<file path="src/rtl/block_dispatcher.sv">
// Splits a kernel's threads into fixed-size blocks and hands them to compute
// cores over a per-core start/done handshake; raises done once all retire.
module block_dispatcher #(
   parameter int NUM_CORES         = 2,
   parameter int THREADS_PER_BLOCK = 4,
   localparam int TW               = $clog2(THREADS_PER_BLOCK) + 1
) (
   input  logic                    clk,
   input  logic                    reset,
   input  logic                    start,
   input  logic [7:0]              thread_count,
   input  logic [NUM_CORES-1:0]    core_done,
   output logic [NUM_CORES-1:0]    core_start,
   output logic [NUM_CORES-1:0]    core_reset,
   output logic [NUM_CORES*8-1:0]  core_block_id,
   output logic [NUM_CORES*TW-1:0] core_thread_count,
   output logic                    done
);
   localparam int LOG2_TPB = $clog2(THREADS_PER_BLOCK);

   typedef enum logic [1:0] {IDLE, RUN, DONE} state_t;

   state_t               state_reg, state_next;
   logic [7:0]           tc_reg, tc_next;
   logic [7:0]           total_reg, total_next;
   logic [7:0]           disp_reg, disp_next;
   logic [7:0]           bdone_reg, bdone_next;
   logic [NUM_CORES-1:0] start_reg, start_next;
   logic [NUM_CORES-1:0] creset_reg, creset_next;
   logic [7:0]           id_reg [NUM_CORES];
   logic [7:0]           id_next [NUM_CORES];
   logic [TW-1:0]        cnt_reg [NUM_CORES];
   logic [TW-1:0]        cnt_next [NUM_CORES];
   logic                 done_reg, done_next;

   logic [7:0]           disp_acc;
   logic [7:0]           bdone_acc;
   logic [15:0]          rem;

   always_comb begin
      state_next  = state_reg;
      tc_next     = tc_reg;
      total_next  = total_reg;
      disp_next   = disp_reg;
      bdone_next  = bdone_reg;
      start_next  = start_reg;
      creset_next = creset_reg;
      id_next     = id_reg;
      cnt_next    = cnt_reg;
      done_next   = done_reg;
      disp_acc    = disp_reg;
      bdone_acc   = bdone_reg;
      rem         = '0;

      case (state_reg)
         IDLE: begin
            if (start) begin
               tc_next     = thread_count;
               // ceil() needs the ninth bit: 255 + (TPB-1) overflows 8 bits
               total_next  = 8'(({1'b0, thread_count} + 9'(THREADS_PER_BLOCK - 1)) >> LOG2_TPB);
               disp_next   = '0;
               bdone_next  = '0;
               creset_next = '1;
               state_next  = RUN;
            end
         end
         RUN: begin
            if (bdone_reg == total_reg) begin
               done_next   = 1'b1;
               creset_next = '0;
               state_next  = DONE;
            end else begin
               // Running tally so lower-indexed cores claim lower block ids
               for (int i = 0; i < NUM_CORES; i++) begin
                  if (creset_reg[i]) begin
                     creset_next[i] = 1'b0;
                  end else if (start_reg[i] && core_done[i]) begin
                     start_next[i]  = 1'b0;
                     creset_next[i] = 1'b1;
                     bdone_acc      = bdone_acc + 8'd1;
                  end else if (!start_reg[i] && (disp_acc < total_reg)) begin
                     start_next[i] = 1'b1;
                     id_next[i]    = disp_acc;
                     rem           = 16'(tc_reg) - (16'(disp_acc) << LOG2_TPB);
                     if (rem >= 16'(THREADS_PER_BLOCK))
                        cnt_next[i] = TW'(THREADS_PER_BLOCK);
                     else
                        cnt_next[i] = rem[TW-1:0];
                     disp_acc = disp_acc + 8'd1;
                  end
               end
               disp_next  = disp_acc;
               bdone_next = bdone_acc;
            end
         end
         DONE: begin
            if (!start) begin
               done_next  = 1'b0;
               state_next = IDLE;
            end
         end
         default: state_next = IDLE;
      endcase
   end

   always_ff @(posedge clk or posedge reset) begin
      if (reset) begin
         state_reg  <= IDLE;
         tc_reg     <= '0;
         total_reg  <= '0;
         disp_reg   <= '0;
         bdone_reg  <= '0;
         start_reg  <= '0;
         creset_reg <= '0;
         done_reg   <= 1'b0;
         for (int i = 0; i < NUM_CORES; i++) begin
            id_reg[i]  <= '0;
            cnt_reg[i] <= '0;
         end
      end else begin
         state_reg  <= state_next;
         tc_reg     <= tc_next;
         total_reg  <= total_next;
         disp_reg   <= disp_next;
         bdone_reg  <= bdone_next;
         start_reg  <= start_next;
         creset_reg <= creset_next;
         done_reg   <= done_next;
         for (int i = 0; i < NUM_CORES; i++) begin
            id_reg[i]  <= id_next[i];
            cnt_reg[i] <= cnt_next[i];
         end
      end
   end

   assign core_start = start_reg;
   assign core_reset = creset_reg;
   assign done       = done_reg;

   for (genvar gi = 0; gi < NUM_CORES; gi++) begin : g_pack
      assign core_block_id[8*gi +: 8]      = id_reg[gi];
      assign core_thread_count[TW*gi +: TW] = cnt_reg[gi];
   end

endmodule

</file>
<file path="config.mk">
export PLATFORM = sky130hd
export DESIGN_NAME = block_dispatcher
export DESIGN_NICKNAME = d
export VERILOG_FILES = /design/src/rtl/block_dispatcher.sv
export SDC_FILE = /design/constraint.sdc
export NUM_CORES = 1
export LEC_CHECK = 0
export CAP_MARGIN = 20
export CORE_MARGIN = 3
export CORE_UTILIZATION = 40
export DETAILED_ROUTE_END_ITERATION = 10
export GPL_TIMING_DRIVEN = 0
export PLACE_DENSITY = 0.59
export SLEW_MARGIN = 0
export SYNTH_ARGS = -nofsm -noshare
export SYNTH_HDL_FRONTEND = slang
export SYNTH_SLANG_ARGS = --single-unit
</file>
<file path="constraint.sdc">
create_clock -name clk -period 11.6 [get_ports clk]
set_clock_uncertainty 0.05 [all_clocks]
set_input_delay 1.74 -clock clk [delete_from_list [all_inputs] [get_ports clk]]
set_output_delay 1.74 -clock clk [all_outputs]
set_load 0.005 [all_outputs]
</file>
# == After elaboration in Yosys (flattened, before gate mapping) ==
# Index checks and enable logic that the tools add are counted.
# Widths: inputs -> output; s select.
# classes
addsub,7
n_mul,0
div_mod_pow,0
magnitude_cmp,4
n_eq_ne,7
shifts,0
muxes,39
bitwise,5
n_reduce_logical,20
# ops
operator,n
$mux 8,17
$add 8x1->8 const B,4
$ge 16x3->1 const B,2
$pmux 8 s2,2
$sub 8x10->11,2
$lt 8x7->1,2
$mux 1,10
$mux 2,5
$reduce_and 5->1,2
$add 8x2->9 const B,1
$reduce_and 3->1,3
$eq 8x7->1,1
$ne 2x2->1 const B,4
$reduce_and 4->1,2
$reduce_bool 2->1,4
$mux 3,2
$pmux 2 s3,1
$not 1->1,5
$logic_and 1x1->1,4
$pmux 2 s2,1
$reduce_and 2->1,2
$eq 2x1->1 const B,1
$eq 2x2->1 const B,1
$logic_not 1->1,2
other kinds (2),2
# word_totals
register_bits,60
latchBits,0
mem_bits_rw,0
rom_bits,0
in_bits,13
out_inout_bits,27
wordCells,95
memories,0

# == Longest topological paths before layout ==
# Gate-level depths: netlist (run 1).
# logic_depth
ltp_word,14
depth_mapped,18
ltp_nobuf,16

# == Worst setup path after synthesis (run 1) ==
# OpenSTA, ideal clock, no wires.
# synth_path
kind,register to register
from,reg total_reg[3]
to,reg disp_reg[5]
setup_ns,0.122
arrival_time_ns,3.648
required_ns,11.428
slack_ns,7.781
path_stages_with_launch,17
path_buffers,0
synth_period_minus_slack_ns,3.819
cell_sequence,dfrtp_1 inv_1 ha_1 a21oi_1 nand2_1 o21a_4 nor3_1 xnor2_2 clkinv_1 ha_1 nand4_1 or2_2 nor3_2 o31ai_4 o2111a_2 a31o_2 a32o_1
# synth_via
elab_chain_cells,14
word_cells_on_any_way,18
cone_classes,1 x add/sub; 2 x order compare; 2 x eq/ne; 10 x mux; 3 x reduce/logical
# synth_rtl
item,line_no,text
from (decl),25,"logic [7:0] total_reg, total_next;"
from (signal assigned),123,total_reg <= total_next;
$lt 8x7->1,81,end else if (!start_reg[i] && (disp_acc < total_reg)) begin
$logic_and 1x1->1,81,
$mux 8,81,
$mux 8,77,end else if (start_reg[i] && core_done[i]) begin
$mux 8,75,if (creset_reg[i]) begin
$mux 8,68,if (bdone_reg == total_reg) begin
$mux 8,55,case (state_reg)
$lt 8x7->1,81,
$logic_and 1x1->1,81,
$mux 8,81,
$mux 8,77,
$mux 8,75,
$mux 8,68,
$pmux 8 s2,55,
to (signal assigned),124,disp_reg <= disp_next;
to (decl),26,"logic [7:0] disp_reg, disp_next;"
# Several ways; a longest one is shown, not always the timed one. The select of a mux whose other input is x is not followed.
# A chain may end at the register's enable or synchronous reset.

# == Worst setup path in the final report (run 1) ==
# layout_path
from,reg total_reg[3]
to,reg disp_reg[6]
# Same word-level chain as after synthesis.

==> metrics.yaml, run 1 <==
clock_network:
  clk_path_buf_depth: 2
  postCtsHoldBufs: 0
  path_clk_slew_ps: 80
  numCtsBuffers: 9
  cts_tree: "built"
  clock_latency_ps: 340
  h-tree-depth: 3
  cts_sinks: 60
  cts_setup_buffers: 0
  cts-root-buf: "clkbuf_8"
  ctsResizeCount: 0
routing:
  drt_iter0_drc: 244
  routedWlPerCell_um: 17.23
  viasPerCell: 5.492
  drc: 0
  vias: 3427
  ant_nets: 0
  finalWirelength_um: 10750
  drtPass1Iterations: 4
synthesis:
  avgSynthCellArea_um2: 9.160
  synth_ff_type: "dfrtp_1"
  yosysWarningCount: 0
  synthDistinctLibCells: 71
  syn_area_um2: 4021
  syn-num-nets: 482
  synth_edf_count: 0
  ys_ff_latch: 60
  synthArstFlopShare: 1.000
  syn_inst: 439
  seq_area_frac_synth: 0.3734
sta:
  rsz0062_at_grt: "no"
  timing.max_slew.rel_slack: 0.5326
  setup_viol: 0
  hold_viol_final: 0
  maxSlewViolCount: 0
  fmax_mhz: 213.6
  min_period_ps: 4681
  fin_setup_tns_ps: 0
  post-route-period-util: 0.4035
  worst_pin_slew_ps: 683.5
finish:
  antenna_cells: 0
  n_fill_cell: 909
  nets: 533
  seq_area_um2: 1501
  drive_above_1_share: 0.1091
  largest_reg_flops: 16
  multi_input_area_um2: 2352
  synthToLayoutAreaGrowth_pct: 18.42
global_route:
  grt_max_degree: 33
  track_usage: 0.1971
  grt_pass1_vias: 3407
  overflow: 0
  antenna_found_initial: 0
  grt_pass1_wl_um: 17600
critical_path:
  cp-start-kind: "register"
  worst-r2r-setup-slack_ps: 6920
  path_class: "register to register"
  cpPeakStageDelay_ps: 660
  crit_buf_inv: 1
  critPathCaptureType: "register"
  critPathMaxFanout: 7
  critical_path_required_ps: 11770
  critPathSlowestCell: "a2111oi_0"
  cp_cell_sequence: "inv_1, ha_1, a21oi_1, nand2_1, o21a_4, nor4b_2, xor2_2, ha_1, a2111oi_0, o211ai_1, a31oi_2, o2111a_2, nand4_1, a32o_1"
  arrival_ps: 4850
  crit_family: "compound AO/OA/AOI/OAI gates"
  critPathMostFrequentCell: "ha_1"
pwr:
  power_mw: 1.369
  leakage_nw: 2.037
  p_per_area_nw_per_um2: 287.5
  peakVddDrop_mv: 0.1243
min_path:
  hold_path.class: "register to register"
floorplan:
  ioPinCount: 40
  fp.dieArea_um2: 11290
  die_y_um: 106.3
  rows: 35
  initial_core_util: 0.4232
  fp.coreArea_um2: 9503
  die_w_um: 106.3
status:
  status: "completed"
placed_design:
  io_buffers: 39
  routabilityCongestion: 0.8861
  post-dp-hpwl_um: 8254
flow_run:
  drv_cap: 0
per-layer routing:
| metal | part of all wire | up-vias | wire length [um] | GRT usage |
|---|---|---|---|---|
| met3 | 0.052 | 10 | 556 | 0.03643 |
| met1 | 0.47 | 1627 | 5081 | 0.2745 |
| met5 | 0 | - | 0 | 0 |
| met2 | 0.47 | 96 | 5006 | 0.3181 |
| li1 | - | 1694 | - | - |
| met4 | 0.010 | 0 | 109 | 0.04625 |
cells in the final DEF, fill, tap and decap left out, types with 9 or more instances in the layout:
master and count:
nand2_1 61, inv_1 28, clkbuf_8 9, a21oi_1 20, dfrtp_1 60, o21ai_0 35
nand4_1 13, nand3_1 15, nor2_1 20, clkdlybuf4s50_1 39, ha_1 28, xnor2_1 14
cell families after synthesis:
| kind of cell | share of synthesized area |
|---|---|
| XOR/XNOR | 0.05383 |
| AND/OR/NAND/NOR | 0.2256 |
| buffers and inverters | 0.04169 |
| adder cells (fa/ha/maj) | 0.09708 |
| multiplexers | 0.01898 |
| AO/OA/AOI/OAI | 0.1895 |
| flip-flops | 0.3734 |
worst paths after layout:
path | from | to | depth (start not counted)
hold reg to reg | core_block_id[12] | core_block_id[12] | 2
setup / recovery | total_reg[3] | disp_reg[6] | 14
hold / removal | core_block_id[12] | core_block_id[12] | 2
min in group asynchronous | reset | core_block_id[15] | 2
setup reg to reg | total_reg[3] | disp_reg[6] | 14
max in group asynchronous | reset | bdone_reg[1] | 3
cell type report:
| class | count | share of cell area |
|---|---|---|
| Clock inverter | 6 | 0.008671 |
| Buffer | 11 | 0.009984 |
| Inverter | 32 | 0.02522 |
| Timing Repair Buffer | 40 | 0.08618 |
| Sequential cell | 60 | 0.3153 |
| Multi-Input combinational cell | 336 | 0.4940 |
| Clock buffer | 10 | 0.02680 |
| Tap cell | 129 | 0.03389 |
Yosys cell counts (6+ instances only):
library cell,count,area (um^2)
clkbuf_1,6,22.52
o21ai_0,35,175.2
inv_1,29,108.9
xor2_1,7,61.31
ha_1,28,350.3
a22o_1,6,52.55
nand2_1,61,229.0
nand3_1,15,75.07
dfrtp_1,60,1501
nor3_1,7,35.03
nand4_1,13,81.33
a21oi_1,20,100.1
nor2_1,20,75.07
and2_1,7,43.79
xnor2_1,14,122.6
tightest hold or removal path, stage by stage (launching register included):
cell     delay (ps)
dfrtp_1         350
nand2_1          40
o21ai_0          60
where the power goes:
part | internal, mW | switching [mW] | total (mW) | leakage, nW
combinational | 0.348 | 0.491 | 0.839 | 1.19
sequential | 0.279 | 0.0837 | 0.362 | 0.772
clock | 0.0771 | 0.0905 | 0.168 | 0.0783
per-stage QoR:
stage               instances  hold WS [ps]  setup WS (ps)    util  instance area, um^2
global route              624         461.7           6574  0.5011                 4762
finish                    624         431.8           6919  0.5011                 4762
floorplan                 439         419.5           7781       -                 4021
global placement          607         415.9           7081  0.4812                 4573
CTS                       624         437.6           6967  0.5011                 4762
detailed placement        608         419.9           7001  0.4833                 4593
No activity file was read; power rests on OpenSTA's default activity.
==> inputs of run 2 (changes only) <==
==> constraint.sdc (replaced) <==
create_clock -name clk -period 4.37 [get_ports clk]
set_clock_uncertainty 0.05 [all_clocks]
set_input_delay 0.6555 -clock clk [delete_from_list [all_inputs] [get_ports clk]]
set_output_delay 0.6555 -clock clk [all_outputs]
set_load 0.005 [all_outputs]
==> run 2 against run 1 <==
Against the previous run:
- first-iteration DRC count shrank 13%
- clock power grew to 2.7 times the previous value
- largest power group unchanged
- combinational power grew to 2.7 times the previous value
- power grew to 2.7 times the previous value
- largest cell class unchanged
- final area grew 1.7%
- worst hold slack is essentially flat
- via count grew 1.3%
- global-route usage is essentially flat
- non-clock buffer count grew 3
- routed wire length grew 1.8%
==> metrics.yaml, run 2 (synthesis results as in run 1) <==
status:
  status: "completed"
floorplan:
  fp.coreArea_um2: 9503  # unchanged
  initial_core_util: 0.4232  # unchanged
  fp.dieArea_um2: 11290  # unchanged
  die_w_um: 106.3  # unchanged
  rows: 35  # unchanged
  die_y_um: 106.3  # unchanged
  ioPinCount: 40  # unchanged
critical_path:
  cp-start-kind: "register"
  path_class: "register to register"
  rr_endpoint: "disp_reg[6]"
  arrival_ps: 4260  # -590 ps
  critPathMaxFanout: 7  # unchanged
  r2r_start: "total_reg[3]"
  worst-r2r-setup-slack_ps: 290  # -6630 ps
  critPathCaptureType: "register"
  r2r_cells: 16  # +2
  critical_path_required_ps: 4550  # -7220 ps
pwr:
  p_per_area_nw_per_um2: 767.8  # +170%
  switchingPower_mw: 1.809  # +170%
  leakage_nw: 2.066  # +1.4%
  peakVddDrop_mv: 0.3319  # +170%
  p_int_mw: 1.908  # +170%
  p_comb_frac: 0.619  # +0.006
  p_seq_frac: 0.260  # -0.005
  netSwitchingFraction: 0.4867  # +0.0005038
  power_frac_clock: 0.120  # -0.002
finish:
  final_common_cell: "nand2_1"
  nets: 536  # +0.56%
  drive_above_1_share: 0.1265  # +0.01742
  antenna_cells: 0  # unchanged
  fin_cells: 627  # +0.48%
  largest_reg_flops: 16  # unchanged
  layout_common_cells: "61 x nand2_1, 59 x dfrtp_1, 39 x clkdlybuf4s50_1"
  synthToLayoutAreaGrowth_pct: 20.38
global_route:
  grt_pass1_wl_um: 17640  # +0.20%
  grt_max_degree: 33  # unchanged
  grt_pass1_vias: 3428  # +0.62%
  antenna_found_initial: 0  # unchanged
  track_usage: 0.1974  # +0.0003871
  overflow: 0  # unchanged
routing:
  viasPerCell: 5.539  # +0.86%
  finalWirelength_um: 10950  # +1.8%
  ant_nets: 0  # unchanged
  drt_iter0_drc: 213  # -13%
  routedWlPerCell_um: 17.46  # +1.3%
  drc: 0  # unchanged
  vias: 3473  # +1.3%
  drtPass1Iterations: 4  # unchanged
placed_design:
  routabilityCongestion: 0.8861  # unchanged
  io_buffers: 39  # unchanged
  place_ws_ps: -229.0  # -7230 ps
  post-dp-hpwl_um: 8254  # unchanged
  dp.cells: 608  # unchanged
clock_network:
  path_clk_slew_ps: 80  # about the same
  cts-root-buf: "clkbuf_8"
  numCtsBuffers: 9  # unchanged
  clk_path_buf_depth: 2  # unchanged
  h-tree-depth: 3  # unchanged
  postCtsHoldBufs: 0  # unchanged
  cts_tree: "built"
  cts_sinks: 60  # unchanged
  clock_latency_ps: 340  # about the same
min_path:
  worstHoldStart: "core_block_id[12]"
  holdPathStages: 2  # unchanged
  hold_path.class: "register to register"
  hold_path_end: "core_block_id[12]"
sta:
  fmax_mhz: 244.9  # +15%
  setup_viol: 0  # unchanged
  worst_pin_slew_ps: 668.7  # -14.77 ps
  maxSlewViolCount: 0  # unchanged
  hold_viol_final: 0  # unchanged
  post-route-period-util: 0.9344  # +0.5308
  rsz0062_at_grt: "no"
  timing.max_slew.rel_slack: 0.5535  # +0.02098
  min_period_ps: 4083  # -597.8 ps
  setup_slack_ps: 286.8  # -6632 ps
flow_run:
  drv_cap: 0  # unchanged
[run 2: stage by stage]
stage	TNS, ps	utilization	hold slack, ps	instance area, um^2	power (mW)
5_1_grt	0	0.5094	461.7	4841	4.040
4_1_cts	0	0.5022	437.6	4772	3.650
2_1_floorplan	0	-	419.5	4021	2.495
3_5_place_dp	-926.5	0.4833	419.9	4593	3.189
6_report	0	0.5094	431.6	4841	3.717
3_3_place_gp	-363.0	0.4812	415.9	4573	3.136
[run 2: metal layers]
layer  up-vias  track usage  wire, um
met5         -            0         0
met4         0      0.04718       108
met3         9      0.03886       493
met2        88       0.3190      5174
met1      1674       0.2730      5168
li1       1702            -         -
[run 2: what timing repair did]
action	in CTS	in global routing
endpoints found under the setup margin	13	18
setup buffers	1	2
resized for setup	2	10
cloned	0	0
pin swaps	1	1
[run 2: power groups by stage]
| stage | clock network (mW) | logic [mW] | registers (mW) |
|---|---|---|---|
| 3_5_place_dp | 0 | 2.22 | 0.971 |
| 3_3_place_gp | 0 | 2.17 | 0.968 |
| 4_1_cts | 0.455 | 2.23 | 0.962 |
| 6_report | 0.447 | 2.30 | 0.968 |
| 2_1_floorplan | 0 | 1.60 | 0.899 |
| 5_1_grt | 0.478 | 2.57 | 0.993 |
[run 2: worst max-delay path by stage]
stage                  from     endpoint  slack (ps)  cells past startpoint
6_report       total_reg[3]  disp_reg[6]         290                     16
3_5_place_dp   total_reg[3]  disp_reg[6]        -230                     14
3_3_place_gp   total_reg[3]  disp_reg[6]        -150                     14
5_1_grt        total_reg[3]  disp_reg[6]          30                     16
2_1_floorplan  total_reg[3]  disp_reg[5]         550                     16
4_1_cts        total_reg[3]  disp_reg[6]          30                     16
[run 2: final cells by class]
| cell class | instances | area [um^2] |
|---|---|---|
| fillers | 902 | 4662 |
| plain buffers | 11 | 50.05 |
| clock inverters | 6 | 41.29 |
| clock buffers | 10 | 127.6 |
| multi-input cells | 336 | 2404 |
| repair buffers | 43 | 432.9 |
| inverters | 32 | 121.4 |
| well taps | 129 | 161.4 |
| flip-flops and latches | 60 | 1503 |
[run 2: critical path, cell delays in order (launching register included)]
cell and delay [ps]:
dfrtp_2 410, inv_1 90, ha_1 330, a21oi_1 180
nand2_1 150, o21a_4 290, nor3_4 230, xnor2_2 180
clkinv_2 180, ha_1 350, nand4_1 80, or2_2 310
nor3_4 250, o31ai_4 150, o2111a_2 230, a31o_2 250
a32o_1 260
==> inputs of run 3 (changes only) <==
--- a/config.mk
+++ b/config.mk
@@ -7,10 +7,10 @@
 export LEC_CHECK = 0
 export CAP_MARGIN = 20
 export CORE_MARGIN = 3
-export CORE_UTILIZATION = 40
+export CORE_UTILIZATION = 27
 export DETAILED_ROUTE_END_ITERATION = 10
 export GPL_TIMING_DRIVEN = 0
-export PLACE_DENSITY = 0.59
+export PLACE_DENSITY = 0.44
 export SLEW_MARGIN = 0
 export SYNTH_ARGS = -nofsm -noshare
 export SYNTH_HDL_FRONTEND = slang
==> constraint.sdc (replaced) <==
create_clock -name clk -period 4.5 [get_ports clk]
set_clock_uncertainty 0.05 [all_clocks]
set_input_delay 0.675 -clock clk [delete_from_list [all_inputs] [get_ports clk]]
set_output_delay 0.675 -clock clk [all_outputs]
set_load 0.005 [all_outputs]
==> run 3 against run 2 <==
Against the previous run:
- sequential cell count did not move
- global-route usage fell by 4.6 points
- combinational power fell by 4%
- clock-buffer cell count rose by 2
- die area rose by 45%
- sequential share of layout area fell by 0.93 points
- routed wire length rose by 8.2%
- final area rose by 3.0%
==> metrics.yaml, run 3 (synthesis results as in run 1) <==
critical_path:
  critPathCaptureType: "register"
  arrival_ps: 4470  # +210 ps
  startpoint: "total_reg[3]"
  path_class: "register to register"
  cp_cell_sequence: "inv_1, ha_1, a21oi_1, nand2_1, o21a_4, nor4b_2, xor2_2, ha_1, a2111oi_2, o211ai_1, a31oi_2, o2111a_2, nand4_1, a32o_1"
  critPathMostFrequentCell: "ha_1"
  r2r_cells: 14  # -2
  critical_path_required_ps: 4660  # +110 ps
  critPathSlowestCell: "dfrtp_1"
  cpPeakStageDelay_ps: 430  # +20 ps
  worst-r2r-setup-slack_ps: 190  # -100 ps
  critPathMaxFanout: 7  # unchanged
  cp-start-kind: "register"
  rr_endpoint: "disp_reg[5]"
  r2r_start: "total_reg[3]"
sta:
  post-route-period-util: 0.9575  # +0.02313
  setup_viol: 0  # unchanged
  worst_pin_slew_ps: 649.3  # -19.40 ps
  hold_viol_final: 0  # unchanged
  min_period_ps: 4309  # +225.6 ps
  fin_setup_tns_ps: 0  # unchanged
  timing.max_slew.rel_slack: 0.5671  # +0.01358
  fmax_mhz: 232.1  # -5.2%
  finalHoldWorstSlack_ps: 430.7  # -0.8720 ps
  maxSlewViolCount: 0  # unchanged
floorplan:
  fp.coreArea_um2: 14200  # +49%
  fp.dieArea_um2: 16390  # +45%
  ioPinCount: 40  # unchanged
  initial_core_util: 0.2831  # -0.1401
  die_y_um: 128.0  # +20%
  rows: 43  # +23%
  die_w_um: 128.0  # +20%
placed_design:
  placed_area_um2: 4657  # +1.4%
  post-dp-hpwl_um: 9057  # +9.7%
  routabilityCongestion: 0.8458  # -4.5%
  dp.cells: 659  # +8.4%
  io_buffers: 39  # unchanged
pwr:
  p_per_area_nw_per_um2: 775.6  # +1.0%
  netSwitchingFraction: 0.4608  # -0.02581
  switchingPower_mw: 1.782  # -1.5%
  leakage_nw: 2.122  # +2.7%
  peakVddDrop_mv: 0.2580  # -22%
  power_frac_clock: 0.186  # +0.066
  p_comb_frac: 0.573  # -0.046
  p_int_mw: 2.085  # +9.3%
  p_seq_frac: 0.242  # -0.018
routing:
  ant_nets: 0  # unchanged
  vias: 3466  # -0.20%
  finalWirelength_um: 11840  # +8.2%
  viasPerCell: 5.127  # -7.4%
  routedWlPerCell_um: 17.52  # +0.37%
  drtPass1Iterations: 4  # unchanged
  drt_iter0_drc: 167  # -22%
  drc: 0  # unchanged
min_path:
  hold_path.class: "register to register"
  worstHoldStart: "core_block_id[9]"
  hold_path_end: "core_block_id[9]"
  holdPathStages: 2  # unchanged
clock_network:
  clk_path_buf_depth: 2  # unchanged
  cts_sinks: 60  # unchanged
  numCtsBuffers: 9  # unchanged
  clock_latency_ps: 330  # about the same
  path_clk_slew_ps: 50  # -30 ps
  h-tree-depth: 3  # unchanged
  cts-root-buf: "clkbuf_16"
  cts_tree: "built"
global_route:
  grt_pass1_vias: 3474  # +1.3%
  track_usage: 0.1509  # -0.04650
  antenna_found_initial: 0  # unchanged
  overflow: 0  # unchanged
  grt_max_degree: 40  # +21%
  grt_pass1_wl_um: 19310  # +9.5%
status:
  status: "completed"
finish:
  synthToLayoutAreaGrowth_pct: 23.99
  n_fill_cell: 1499  # +66%
  layout_common_cells: "61 x nand2_1, 60 x dfrtp_1, 39 x clkdlybuf4s50_1"
  drive_above_1_share: 0.1210  # -0.005538
  largest_reg_flops: 16  # unchanged
  antenna_cells: 0  # unchanged
  fin_cells: 676  # +7.8%
  fin_area_um2: 4986  # +3.0%
  nets: 534  # -0.37%
  final_common_cell: "nand2_1"
flow_run:
  drv_cap: 0  # unchanged
-- run 3: through the flow --
| stage | worst slack (ps) | power (mW) | utilization |
|---|---|---|---|
| after global placement | -86.05 | 3.112 | 0.3265 |
| final | 191.2 | 3.867 | 0.3510 |
| after CTS | 7.238 | 3.880 | 0.3494 |
| after detailed placement | -53.41 | 3.151 | 0.3279 |
| after floorplan | 680.6 | 2.423 | - |
| after global routing | -21.34 | 4.213 | 0.3510 |
-- run 3: timing repair --
| item | in CTS | in global routing |
|---|---|---|
| endpoints found under the setup margin | 3 | 16 |
| gates resized for setup | 1 | 5 |
| buffers inserted | 0 | 1 |
| hold buffers | 0 | 0 |
-- run 3: layout make-up --
cell class	count	area (um^2)	share of cell area
Inverter	32	120.1	0.02409
Buffer	11	47.55	0.009536
Multi-Input combinational cell	336	2370	0.4753
Clock buffer	12	256.5	0.05144
Sequential cell	60	1501	0.3011
Clock inverter	4	47.55	0.009536
Timing Repair Buffer	41	417.9	0.08381
Tap cell	180	225.2	0.04517
-- run 3: worst max-delay path: cells and delay by family, from the launching register on --
kind                       cells  cell delay [ps]
AOI/OAI and AO/OA              7             1980
adders and majority gates      2              670
and+or+nand+nor                3              620
DFF                            1              430
xor gates and xnor gates       1              320
buffers and inverters          1              120
-- run 3: worst max-delay path by stage --
| stage | slack [ps] | endpoint |
|---|---|---|
| after detailed placement | -50 | disp_reg[5] |
| after CTS | 7 | disp_reg[5] |
| after global routing | -20 | core_block_id[12] |
| final | 190 | disp_reg[5] |
| after floorplan | 680 | disp_reg[5] |
| after global placement | -90 | disp_reg[6] |
-- run 3: layer usage --
metal / up-vias / GRT usage / routed length (um)
met4: 0 / 0.04806 / 195
li1: 1703 / - / -
met1: 1679 / 0.2126 / 5784
met2: 71 / 0.2391 / 5465
met3: 13 / 0.02167 / 399
met5: - / 0 / 0
-- run 3: power groups by stage --
stage               registers [mW]  logic (mW)  clock network, mW
global placement             0.947        2.17                  0
finish                       0.935        2.21              0.718
global route                 0.966        2.49              0.757
CTS                          0.939        2.21              0.730
floorplan                    0.873        1.55                  0
detailed placement           0.949        2.20                  0
